`config.mk`:
```
export PLATFORM = sky130hd
export DESIGN_NAME = sd_cmd_host
export DESIGN_NICKNAME = d
export VERILOG_FILES = /design/src/rtl/sd_cmd_host.sv
export SDC_FILE = /design/constraint.sdc
export NUM_CORES = 1
export LEC_CHECK = 0
export ABC_AREA = 1
export BUFFER_PORTS_ARGS = -buffer_cell sky130_fd_sc_hd__buf_2
export CORE_MARGIN = 2
export CORE_UTILIZATION = 60
export CTS_CLUSTER_SIZE = 40
export DETAILED_ROUTE_END_ITERATION = 6
export MAX_ROUTING_LAYER = met4
export PLACE_DENSITY = 0.86
export REMOVE_ABC_BUFFERS = 1
export SYNTH_ARGS = -nofsm -noshare
export SYNTH_HDL_FRONTEND = slang
export SYNTH_SLANG_ARGS = --single-unit
```
`constraint.sdc`:
```
create_clock -name clk -period 3.85 [get_ports clk]
set_input_delay 0.77 -clock clk [delete_from_list [all_inputs] [get_ports clk]]
set_output_delay 0.77 -clock clk [all_outputs]
set_load 0.005 [all_outputs]
```
`src/rtl/sd_cmd_host.sv`:
```
// Host-side SD command engine. It divides clk down to sd_clk, sends one 48-bit command frame,
// then captures and checks the card response. Define SD_CMD_HOST_CLK_STOP_EN to gate sd_clk in idle.
module sd_cmd_host #(
  parameter int unsigned CLK_DIV       = 4,
  parameter int unsigned TIMEOUT_SDCLK = 64,
  parameter int unsigned NCC_SDCLK     = 8
) (
  input  logic         clk,
  input  logic         rst,
  input  logic         start,
  input  logic [5:0]   cmd_idx,
  input  logic [31:0]  cmd_arg,
  input  logic [1:0]   resp_type,
  output logic         busy,
  output logic         done,
  output logic [5:0]   resp_idx,
  output logic [127:0] resp_data,
  output logic         timeout,
  output logic         crc_err,
  output logic         sd_clk,
  output logic         sd_cmd_o,
  output logic         sd_cmd_oe,
  input  logic         sd_cmd_i
);

  localparam int unsigned DivW   = (CLK_DIV > 1) ? $clog2(CLK_DIV) : 1;
  localparam int unsigned CntMax = (TIMEOUT_SDCLK > 136) ? TIMEOUT_SDCLK : 136;
  localparam int unsigned CntW   = $clog2(CntMax + 1);

  localparam logic [1:0] RespNone = 2'b00;
  localparam logic [1:0] RespCrc  = 2'b01;
  localparam logic [1:0] RespR2   = 2'b10;

  typedef enum logic [2:0] {
    StIdle,
    StTx,
    StWaitStart,
    StRx,
    StNcc,
    StFin
  } state_e;

  state_e            state_q, state_d;
  logic [DivW-1:0]   div_q, div_d;
  logic              sd_clk_q, sd_clk_d;
  logic [CntW-1:0]   cnt_q, cnt_d;
  logic [39:0]       tx_sr_q, tx_sr_d;
  logic [6:0]        crc_q, crc_d;
  logic [1:0]        rtype_q, rtype_d;
  logic              cmd_o_q, cmd_o_d;
  logic              cmd_oe_q, cmd_oe_d;
  logic [126:0]      rx_sr_q, rx_sr_d;
  logic [5:0]        resp_idx_q, resp_idx_d;
  logic [127:0]      resp_data_q, resp_data_d;
  logic              timeout_q, timeout_d;
  logic              crc_err_q, crc_err_d;

  logic              clk_run, wrap, rise, fall;
  logic [127:0]      rx_sh;
  logic [CntW-1:0]   rx_last;

  // One serial step of CRC7, polynomial x^7 + x^3 + 1.
  function automatic logic [6:0] crc7_step(input logic [6:0] crc, input logic bit_in);
    logic fb;
    fb = bit_in ^ crc[6];
    return {crc[5:0], fb} ^ {3'b000, fb, 3'b000};
  endfunction

  always_comb begin
`ifdef SD_CMD_HOST_CLK_STOP_EN
    clk_run = (state_q != StIdle);
`else
    clk_run = 1'b1;
`endif
    wrap = (div_q == DivW'(CLK_DIV - 1));
    div_d = '0;
    sd_clk_d = 1'b0;
    if (clk_run) begin
      div_d    = wrap ? '0 : div_q + DivW'(1);
      sd_clk_d = wrap ? ~sd_clk_q : sd_clk_q;
    end
    rise = clk_run && wrap && !sd_clk_q;
    fall = clk_run && wrap && sd_clk_q;
  end

  always_comb begin
    state_d     = state_q;
    cnt_d       = cnt_q;
    tx_sr_d     = tx_sr_q;
    crc_d       = crc_q;
    rtype_d     = rtype_q;
    cmd_o_d     = cmd_o_q;
    cmd_oe_d    = cmd_oe_q;
    rx_sr_d     = rx_sr_q;
    resp_idx_d  = resp_idx_q;
    resp_data_d = resp_data_q;
    timeout_d   = timeout_q;
    crc_err_d   = crc_err_q;
    rx_sh       = {rx_sr_q, sd_cmd_i};
    rx_last     = (rtype_q == RespR2) ? CntW'(135) : CntW'(47);

    unique case (state_q)
      StIdle: begin
        if (start) begin
          state_d     = StTx;
          tx_sr_d     = {2'b01, cmd_idx, cmd_arg};
          rtype_d     = resp_type;
          crc_d       = '0;
          cnt_d       = '0;
          timeout_d   = 1'b0;
          crc_err_d   = 1'b0;
          resp_idx_d  = '0;
          resp_data_d = '0;
        end
      end
      StTx: begin
        if (fall) begin
          cnt_d = cnt_q + CntW'(1);
          if (cnt_q < CntW'(40)) begin
            cmd_oe_d = 1'b1;
            cmd_o_d  = tx_sr_q[39];
            tx_sr_d  = {tx_sr_q[38:0], 1'b0};
            crc_d    = crc7_step(crc_q, tx_sr_q[39]);
          end else if (cnt_q < CntW'(47)) begin
            cmd_o_d = crc_q[6];
            crc_d   = {crc_q[5:0], 1'b0};
          end else if (cnt_q == CntW'(47)) begin
            cmd_o_d = 1'b1;
          end else begin
            // Release the line one full sd_clk after the end bit.
            cmd_oe_d = 1'b0;
            cmd_o_d  = 1'b1;
            cnt_d    = '0;
            state_d  = (rtype_q == RespNone) ? StNcc : StWaitStart;
          end
        end
      end
      StWaitStart: begin
        if (rise) begin
          if (!sd_cmd_i) begin
            // Start bit counts as the first received bit; a cleared shifter holds it.
            state_d = StRx;
            cnt_d   = CntW'(1);
            crc_d   = '0;
            rx_sr_d = '0;
          end else if (cnt_q == CntW'(TIMEOUT_SDCLK - 1)) begin
            timeout_d = 1'b1;
            cnt_d     = '0;
            state_d   = StNcc;
          end else begin
            cnt_d = cnt_q + CntW'(1);
          end
        end
      end
      StRx: begin
        if (rise) begin
          rx_sr_d = rx_sh[126:0];
          cnt_d   = cnt_q + CntW'(1);
          if (cnt_q < CntW'(40)) begin
            crc_d = crc7_step(crc_q, sd_cmd_i);
          end
          if (cnt_q == rx_last) begin
            cnt_d   = '0;
            state_d = StNcc;
            if (rtype_q == RespR2) begin
              resp_idx_d  = '0;
              resp_data_d = rx_sh;
              crc_err_d   = ~rx_sh[0];
            end else begin
              resp_idx_d  = rx_sh[45:40];
              resp_data_d = {96'b0, rx_sh[39:8]};
              crc_err_d   = ~rx_sh[0] | ((rtype_q == RespCrc) && (crc_q != rx_sh[7:1]));
            end
          end
        end
      end
      StNcc: begin
        if (rise) begin
          if (cnt_q == CntW'(NCC_SDCLK - 1)) begin
            cnt_d   = '0;
            state_d = StFin;
          end else begin
            cnt_d = cnt_q + CntW'(1);
          end
        end
      end
      StFin: begin
        state_d = StIdle;
      end
      default: begin
        state_d = StIdle;
      end
    endcase
  end

  always_ff @(posedge clk) begin
    if (rst) begin
      state_q     <= StIdle;
      div_q       <= '0;
      sd_clk_q    <= 1'b0;
      cnt_q       <= '0;
      tx_sr_q     <= '0;
      crc_q       <= '0;
      rtype_q     <= RespNone;
      cmd_o_q     <= 1'b1;
      cmd_oe_q    <= 1'b0;
      rx_sr_q     <= '0;
      resp_idx_q  <= '0;
      resp_data_q <= '0;
      timeout_q   <= 1'b0;
      crc_err_q   <= 1'b0;
    end else begin
      state_q     <= state_d;
      div_q       <= div_d;
      sd_clk_q    <= sd_clk_d;
      cnt_q       <= cnt_d;
      tx_sr_q     <= tx_sr_d;
      crc_q       <= crc_d;
      rtype_q     <= rtype_d;
      cmd_o_q     <= cmd_o_d;
      cmd_oe_q    <= cmd_oe_d;
      rx_sr_q     <= rx_sr_d;
      resp_idx_q  <= resp_idx_d;
      resp_data_q <= resp_data_d;
      timeout_q   <= timeout_d;
      crc_err_q   <= crc_err_d;
    end
  end

  assign busy      = (state_q != StIdle) && (state_q != StFin);
  assign done      = (state_q == StFin);
  assign resp_idx  = resp_idx_q;
  assign resp_data = resp_data_q;
  assign timeout   = timeout_q;
  assign crc_err   = crc_err_q;
  assign sd_clk    = sd_clk_q;
  assign sd_cmd_o  = cmd_o_q;
  assign sd_cmd_oe = cmd_oe_q;

endmodule
```
==> metrics.md, run 1 <==
| Metric | Value |
|---|---|
| Status | `complete, no violations` |
| Fin Setup TNS | `0 ns` |
| Worst EP arrival | `around 3.2 ns` |
| PostCTS Resize Cnt | `0` |
| Sinks on Clock Net | `~330` |
| GR Util All Layers | `between 20% and 30%` |
| Max cap viols | `0` |
| Vias | `12,786` |
| PnR worst setup slack | `between 1 and 1.5 ns` |
| FFs w/ async S/R, synth | `0%` |
| IO Pins | `roughly 190` |
| Crit path required time | `about 4.3 ns` |
| Place WS | `1.19 ns` |
| Yosys top cell area share | `between 40% and 50%` |
| Fin crit period | `~2.7 ns` |
| Area Overhead vs Synth | `14.4%` |
| Synthesis-stage register bit count | `approximately 330` |
| Post-route cell area | `approximately 0.015 mm²` |
| Die X | `roughly 150 µm` |
| Number of buffers inserted during clock tree synthesis | `34` |
| Clock skew | `0.0155 ns` |
| Starting Density | `61.6%` |
| Syn. warnings | `0` |
| Power Density | `approximately 810 mW/mm²` |
| Slew Viols, Final | `0` |
| Cell Count, Final, Fillers Out | `2,338` |
| Routed metal-1 wirelength | `around 15,000 µm` |
| Fmax | `about 0.37 GHz` |
| Detailed placement HPWL | `between 15,000 and 20,000 µm` |
| Area contributors post-synth | `dfxtp_1 49%, nor2_1 15%, o21ai_0 11%` |
| H-tree levels | `2` |
| Max Fanout on Critical Path | `77` |
| Via density | `~5.5` |
| Syn Area/Cell | `~7.0 µm²` |
| Antenna violations before repair | `0` |
| Clk root buf | `clkbuf_16` |
| Number of routed nets with antenna violations | `0` |
| Normalized max-slew margin | `about 19%` |
| Remaining DRCs | `0` |
| Uppermost layer routed | `met4` |
| Net Switching | `roughly 4.7 mW` |
| FF/Latch Area | `roughly 0.0066 mm²` |
| Rows | `between 50 and 60` |
| Final RePlAce weighted congestion | `~0.93` |
| Top_reg_cell synth | `dfxtp_1` |
| CTS tree | `yes` |
| IO Port Bufs | `around 180` |
| Hold_buf cts | `0` |
| Post-Route Utilization | `between 70% and 80%` |
| Peak supply drop | `about 0.56 mV` |
| Filler cells | `1,829` |
| Sequential-to-total area share from yosys stat | `48.6%` |
| CP endpoint kind | `register` |
| # setup viols final | `0` |
| Final hold slack | `0.422 ns` |
| Share of power burned in registers | `40.6%` |
| Area of the multi-input gates | `between 0.006 and 0.007 mm²` |
| Power Internal | `approximately 8 mW` |
| Post-synth EDFFs | `0` |
| GR Overflow Total | `0` |
| Final WL | `32,400 µm` |
| Synth Cell Area | `~0.014 mm²` |
| Post-Syn Instances | `approximately 1,900` |
| CP peak stage delay | `between 0.6 and 0.7 ns` |
| Iter 0 DRT Violations | `998` |
| Clk pwr share | `between 20% and 30%` |
| Layout cell share with drive strength beyond 1 | `between 10% and 20%` |
| Met3 wire length | `~2100 µm` |
| Layout Nets | `roughly 2,100` |
| TritonRoute pass-1 iters | `5` |
| First-pass GRT wire length | `between 50,000 and 60,000 µm` |
| Worst Path Class, Setup | `register to register` |
| Max Root-Sink Buffers | `3` |
| Tcrit/Tclk final | `a little over 70%` |
| Worst-margin pin slew | `roughly 1.2 ns` |
| Vias in the first global route | `11,321` |
| CP cell instances | `inv_2 > nand2_2 > nor2_4 > buf_4 > buf_4 > nand2_1 > nor2_1 > o21ai_0 > nor2_1` |
| # diodes | `0` |
| Die Area | `roughly 0.024 mm²` |
| Startpoint Class | `register` |
| Post-synthesis cell type count | `33` |
| Clock slew at reported path FFs | `~0.060 ns` |
| Drt wl/cell | `13.8 µm` |
| Min-delay worst type | `register to register` |
| Leak | `around 6.8 nW` |
| Largest area contributor in the netlist | `dfxtp_1` |
| Core Region | `about 0.022 mm²` |
| Post-layout power | `~12 mW` |
| Die Height | `roughly 150 µm` |
| Post-CTS Setup Bufs | `0` |
| Placed Area | `0.0144 mm²` |
| Pin count of the biggest net entering global routing | `between 150 and 200` |
| Logic gate share of total power | `approximately a third` |
| Switching share of power | `about 38%` |
| Final Hold Vio Count | `0` |
| DR WL met2 | `about 15,000 µm` |
| Placed cells | `about 2,300` |
| Slowest CP cell | `buf_4` |
| RSZ-0062 raised after global routing | `no` |
| Clock latency at the later pin of the worst-skew pair | `around 0.52 ns` |
## sequential cells by signal (all words and copies together) (netlist names)
register   count
crc_err        1
div_q          2
tx_sr_q       40
resp_idx       6
sd_cmd_oe      1
resp_data    128
sd_clk         1
sd_cmd_o       1
rtype_q        2
rx_sr_q      127
crc_q          7
state_q        3
cnt_q          8
timeout        1
## cells in the final DEF, fill, tap and decap left out, types with 2 or more instances in the layout
cell / count
buf_4: 12
clkbuf_1: 13
nand2_1: 327
nand3_1: 24
clkbuf_8: 8
buf_2: 184
nor2_2: 4
inv_2: 5
xor2_1: 4
nand2_2: 2
clkinv_2: 2
nand2_4: 2
inv_1: 53
buf_12: 3
nor2_4: 2
nor3_1: 8
a21oi_1: 174
nand4_1: 5
nor2_1: 523
dfxtp_1: 328
ha_1: 2
clkbuf_16: 35
inv_6: 3
a22oi_1: 7
a211oi_1: 9
o21ai_0: 307
## power by group through the flow
stage	sequential (mW)	combinational [mW]	clock, mW
after floorplan	5.02	2.87	0
after global placement	5.08	4.02	0
after detailed placement	5.10	4.15	0
after CTS	5.06	4.19	3.26
after global routing	5.19	4.81	3.40
final	5.07	4.19	3.23
## worst paths after layout
path / from / end / slack [ns] / cells after the start
min: div_q[0]$_SDFF_PP0_ / div_q[0]$_SDFF_PP0_ / 0.42 / 1
min reg2reg: div_q[0]$_SDFF_PP0_ / div_q[0]$_SDFF_PP0_ / 0.42 / 1
max reg2reg: state_q[2]$_SDFFE_PP0P_ / resp_data[90]$_SDFFE_PP0P_ / 1.13 / 9
max: state_q[2]$_SDFFE_PP0P_ / resp_data[90]$_SDFFE_PP0P_ / 1.13 / 9
## critical path, delay by kind of cell, from the launching register on
family,cells,cell delay [ns]
buf+inv,3,1.34
simple gates,5,0.73
flops,1,0.38
compound gates,1,0.11
## layout make-up
class	instances	share of cell area [%]
Sequential cell	328	42.4
Multi-Input combinational cell	1410	39.7
Timing Repair Buffer	199	6.92
Clock buffer	56	6.69
Tap cell	280	2.26
Inverter	60	1.52
Clock inverter	5	0.445
## cell families (layout without fill, tap and decap cells)
group / Yosys count / in the layout / share of synthesized area [%]
buffers and inverters: 200 / 320 / 6.14
AOI/OAI and AO/OA: 502 / 502 / 19.0
xor gates and xnor gates: 4 / 4 / 0.259
and+or+nand+nor: 902 / 902 / 25.8
adders and majority gates: 2 / 2 / 0.185
DFF: 328 / 328 / 48.6
## cell usage after synthesis (7+ instances only)
cell type and number:
nor3_1 8, dfxtp_1 328, clkbuf_1 78, o21ai_0 307, nor2_1 525, a211oi_1 9, buf_2 51, nand3_1 24
a21oi_1 174, nand2_1 328, inv_1 53, a22oi_1 7
## routing by layer
| metal | GRT usage, % | up-vias |
|---|---|---|
| li1 | - | 6459 |
| met2 | 42.7 | 405 |
| met5 | - | - |
| met1 | 37.2 | 5854 |
| met3 | 4.57 | 68 |
| met4 | 7.70 | 0 |
No activity file was read; power rests on OpenSTA's default activity.
==> run 2: changes to the inputs <==
--- a/config.mk
+++ b/config.mk
@@ -8,11 +8,11 @@
 export ABC_AREA = 1
 export BUFFER_PORTS_ARGS = -buffer_cell sky130_fd_sc_hd__buf_2
 export CORE_MARGIN = 2
-export CORE_UTILIZATION = 60
+export CORE_UTILIZATION = 52
 export CTS_CLUSTER_SIZE = 40
 export DETAILED_ROUTE_END_ITERATION = 6
 export MAX_ROUTING_LAYER = met4
-export PLACE_DENSITY = 0.86
+export PLACE_DENSITY = 0.79
 export REMOVE_ABC_BUFFERS = 1
 export SYNTH_ARGS = -nofsm -noshare
 export SYNTH_HDL_FRONTEND = slang
==> constraint.sdc (replaced) <==
create_clock -name clk -period 2.5 [get_ports clk]
set_input_delay 0.5 -clock clk [delete_from_list [all_inputs] [get_ports clk]]
set_output_delay 0.5 -clock clk [all_outputs]
set_load 0.005 [all_outputs]
==> metrics.md, run 2 (synthesis results as in run 1) <==
| Metric | Value |
|---|---|
| Status | `complete, no violations` |
| Met3 wire length | `between 2000 and 2500 µm` |
| Most common cell after layout, fill and taps aside | `nor2_1` |
| Layout cell share with drive strength beyond 1 | `between 10 and 15%` |
| Power Internal | `approximately 12 mW` |
| Layout Nets | `2,094` |
| H-tree levels | `2` |
| Routed metal-1 wirelength | `approximately 15,000 µm` |
| DR WL met2 | `about 15,000 µm` |
| Worst-margin pin slew | `0.657 ns` |
| Logic gate share of total power | `between 30% and 40%` |
| Drt wl/cell | `13.7 µm` |
| Hold_buf cts | `0` |
| Final Hold Vio Count | `0` |
| TritonRoute pass-1 iters | `7` |
| Power Density | `~1200 mW/mm²` |
| Sinks on Clock Net | `328` |
| Slew Viols, Final | `0` |
| Net Switching | `approximately 7.3 mW` |
| Clock latency at the later pin of the worst-skew pair | `0.52 ns` |
| Max Root-Sink Buffers | `3` |
| Vias in the first global route | `between 10,000 and 15,000` |
| Core Region | `roughly 0.026 mm²` |
| CTS tree | `yes` |
| Iter 0 DRT Violations | `approximately 1,000` |
| Remaining DRCs | `0` |
| IO Pins | `around 190` |
| Number of buffers inserted during clock tree synthesis | `34` |
| Worst EP arrival | `2.59 ns` |
| Via density | `approximately 5.2` |
| Crit path required time | `a little under 3 ns` |
| Detailed placement HPWL | `~21,000 µm` |
| Max Fanout on Critical Path | `32` |
| Tcrit/Tclk final | `88.3%` |
| Peak supply drop | `roughly 0.7 mV` |
| # setup viols final | `0` |
| CP endpoint kind | `register` |
| Clk root buf | `clkbuf_16` |
| Fin crit period | `approximately 2.2 ns` |
| Antenna violations before repair | `0` |
| Clock skew | `about 0.022 ns` |
| Startpoint Class | `register` |
| Rows | `59` |
| GR Util All Layers | `between 20% and 30%` |
| Fin Setup TNS | `0 ns` |
| Max cap viols | `0` |
| PostCTS Resize Cnt | `0` |
| First-pass GRT wire length | `about 54,000 µm` |
| Normalized max-slew margin | `between 50 and 60%` |
| Placed Area | `0.0147 mm²` |
| Post-CTS Setup Bufs | `0` |
| Area Overhead vs Synth | `16.5%` |
| Clock slew at reported path FFs | `0.06 ns` |
| Worst Path Class, Setup | `register to register` |
| Min-delay worst type | `input pin to register` |
| Share of power burned in registers | `roughly two fifths` |
| Uppermost layer routed | `met4` |
| Starting Density | `a little over half` |
| # diodes | `0` |
| Final RePlAce weighted congestion | `around 0.85` |
| Final WL | `32,900 µm` |
| Switching share of power | `between 30% and 40%` |
| Leading cell types in the layout, fill and taps excluded | `523 x nor2_1, 328 x dfxtp_1, 327 x nand2_1, 307 x o21ai_0, 184 x buf_2` |
| Die X | `165 µm` |
| Max reg flops | `about 130` |
| IO Port Bufs | `roughly 180` |
| GR Overflow Total | `0` |
| Number of routed nets with antenna violations | `0` |
| Leak | `slightly below 7 nW` |
| Die Area | `roughly 0.027 mm²` |
| Filler cells | `roughly 2,300` |
| Clk pwr share | `approximately a quarter` |
| Post-route cell area | `around 0.016 mm²` |
| Pin count of the biggest net entering global routing | `about 110` |
| Die Height | `around 170 µm` |
| Fmax | `~0.45 GHz` |
| Vias | `between 10,000 and 15,000` |
| RSZ-0062 raised after global routing | `no` |
run 2: cell count changes in the layout (fill, tap and decap cells not counted), sizes merged:
cell,change
buf,+15
bufinv,+1
clkbuf,-9
clkinv,+5
clkinvlp,+1
run 2: per-layer routing:
layer | vias up | track usage [%]
met3 | 57 | 4.67
met1 | 5698 | 32.8
met2 | 344 | 37.8
met4 | 0 | 7.47
li1 | 6509 | -
met5 | - | -
run 2: cell type report:
type                            count  area (µm²)  share of cell area (%)
Sequential cell                   328        6570                    41.7
Multi-Input combinational cell   1410        6140                    39.0
Timing Repair Buffer              214        1300                    8.23
Clock buffer                       47         960                    6.09
Tap cell                          335         419                    2.66
Inverter                           60         235                    1.49
Clock inverter                     12         131                   0.834
run 2: worst paths after layout:
path,from,to,slack [ns],cells after the start
setup / recovery,cnt_q[0]$_SDFFE_PP0P_,resp_data[9]$_SDFFE_PP0P_,0.29,9
hold / removal,sd_cmd_i,rx_sr_q[0]$_SDFFE_PP0P_,0.30,3
setup reg to reg,cnt_q[0]$_SDFFE_PP0P_,resp_data[9]$_SDFFE_PP0P_,0.29,9
hold reg to reg,div_q[0]$_SDFF_PP0_,div_q[0]$_SDFF_PP0_,0.42,1
run 2: critical path, stage by stage, from the launching register on:
cell     delay, ns
dfxtp_1       0.43
ha_1          0.26
nand2_1       0.11
nor2_1        0.23
nand4_2       0.17
nand2_1       0.13
nand2_4       0.18
buf_12        0.23
o21ai_0       0.27
nor2_1        0.07
run 2: power groups by stage:
stage	sequential [mW]	combinational, mW	clock, mW
2_1_floorplan	7.73	4.43	0
3_3_place_gp	7.81	6.57	0
3_5_place_dp	7.86	6.74	0
4_1_cts	7.76	6.79	5.03
5_1_grt	7.96	7.78	5.26
6_report	7.77	6.77	4.93
run 2: per-stage QoR:
stage	utilization [%]	power, mW	setup WS (ns)	std cells	hold slack [ns]
after floorplan	-	12.2	-2.17	1798	0.400
after global placement	56.9	14.4	0.368	2347	0.413
after detailed placement	56.9	14.6	0.337	2347	0.418
after CTS	61.1	19.6	0.319	2406	0.287
after global routing	61.1	21.0	0.0730	2406	0.319
final	61.1	19.5	0.293	2406	0.303
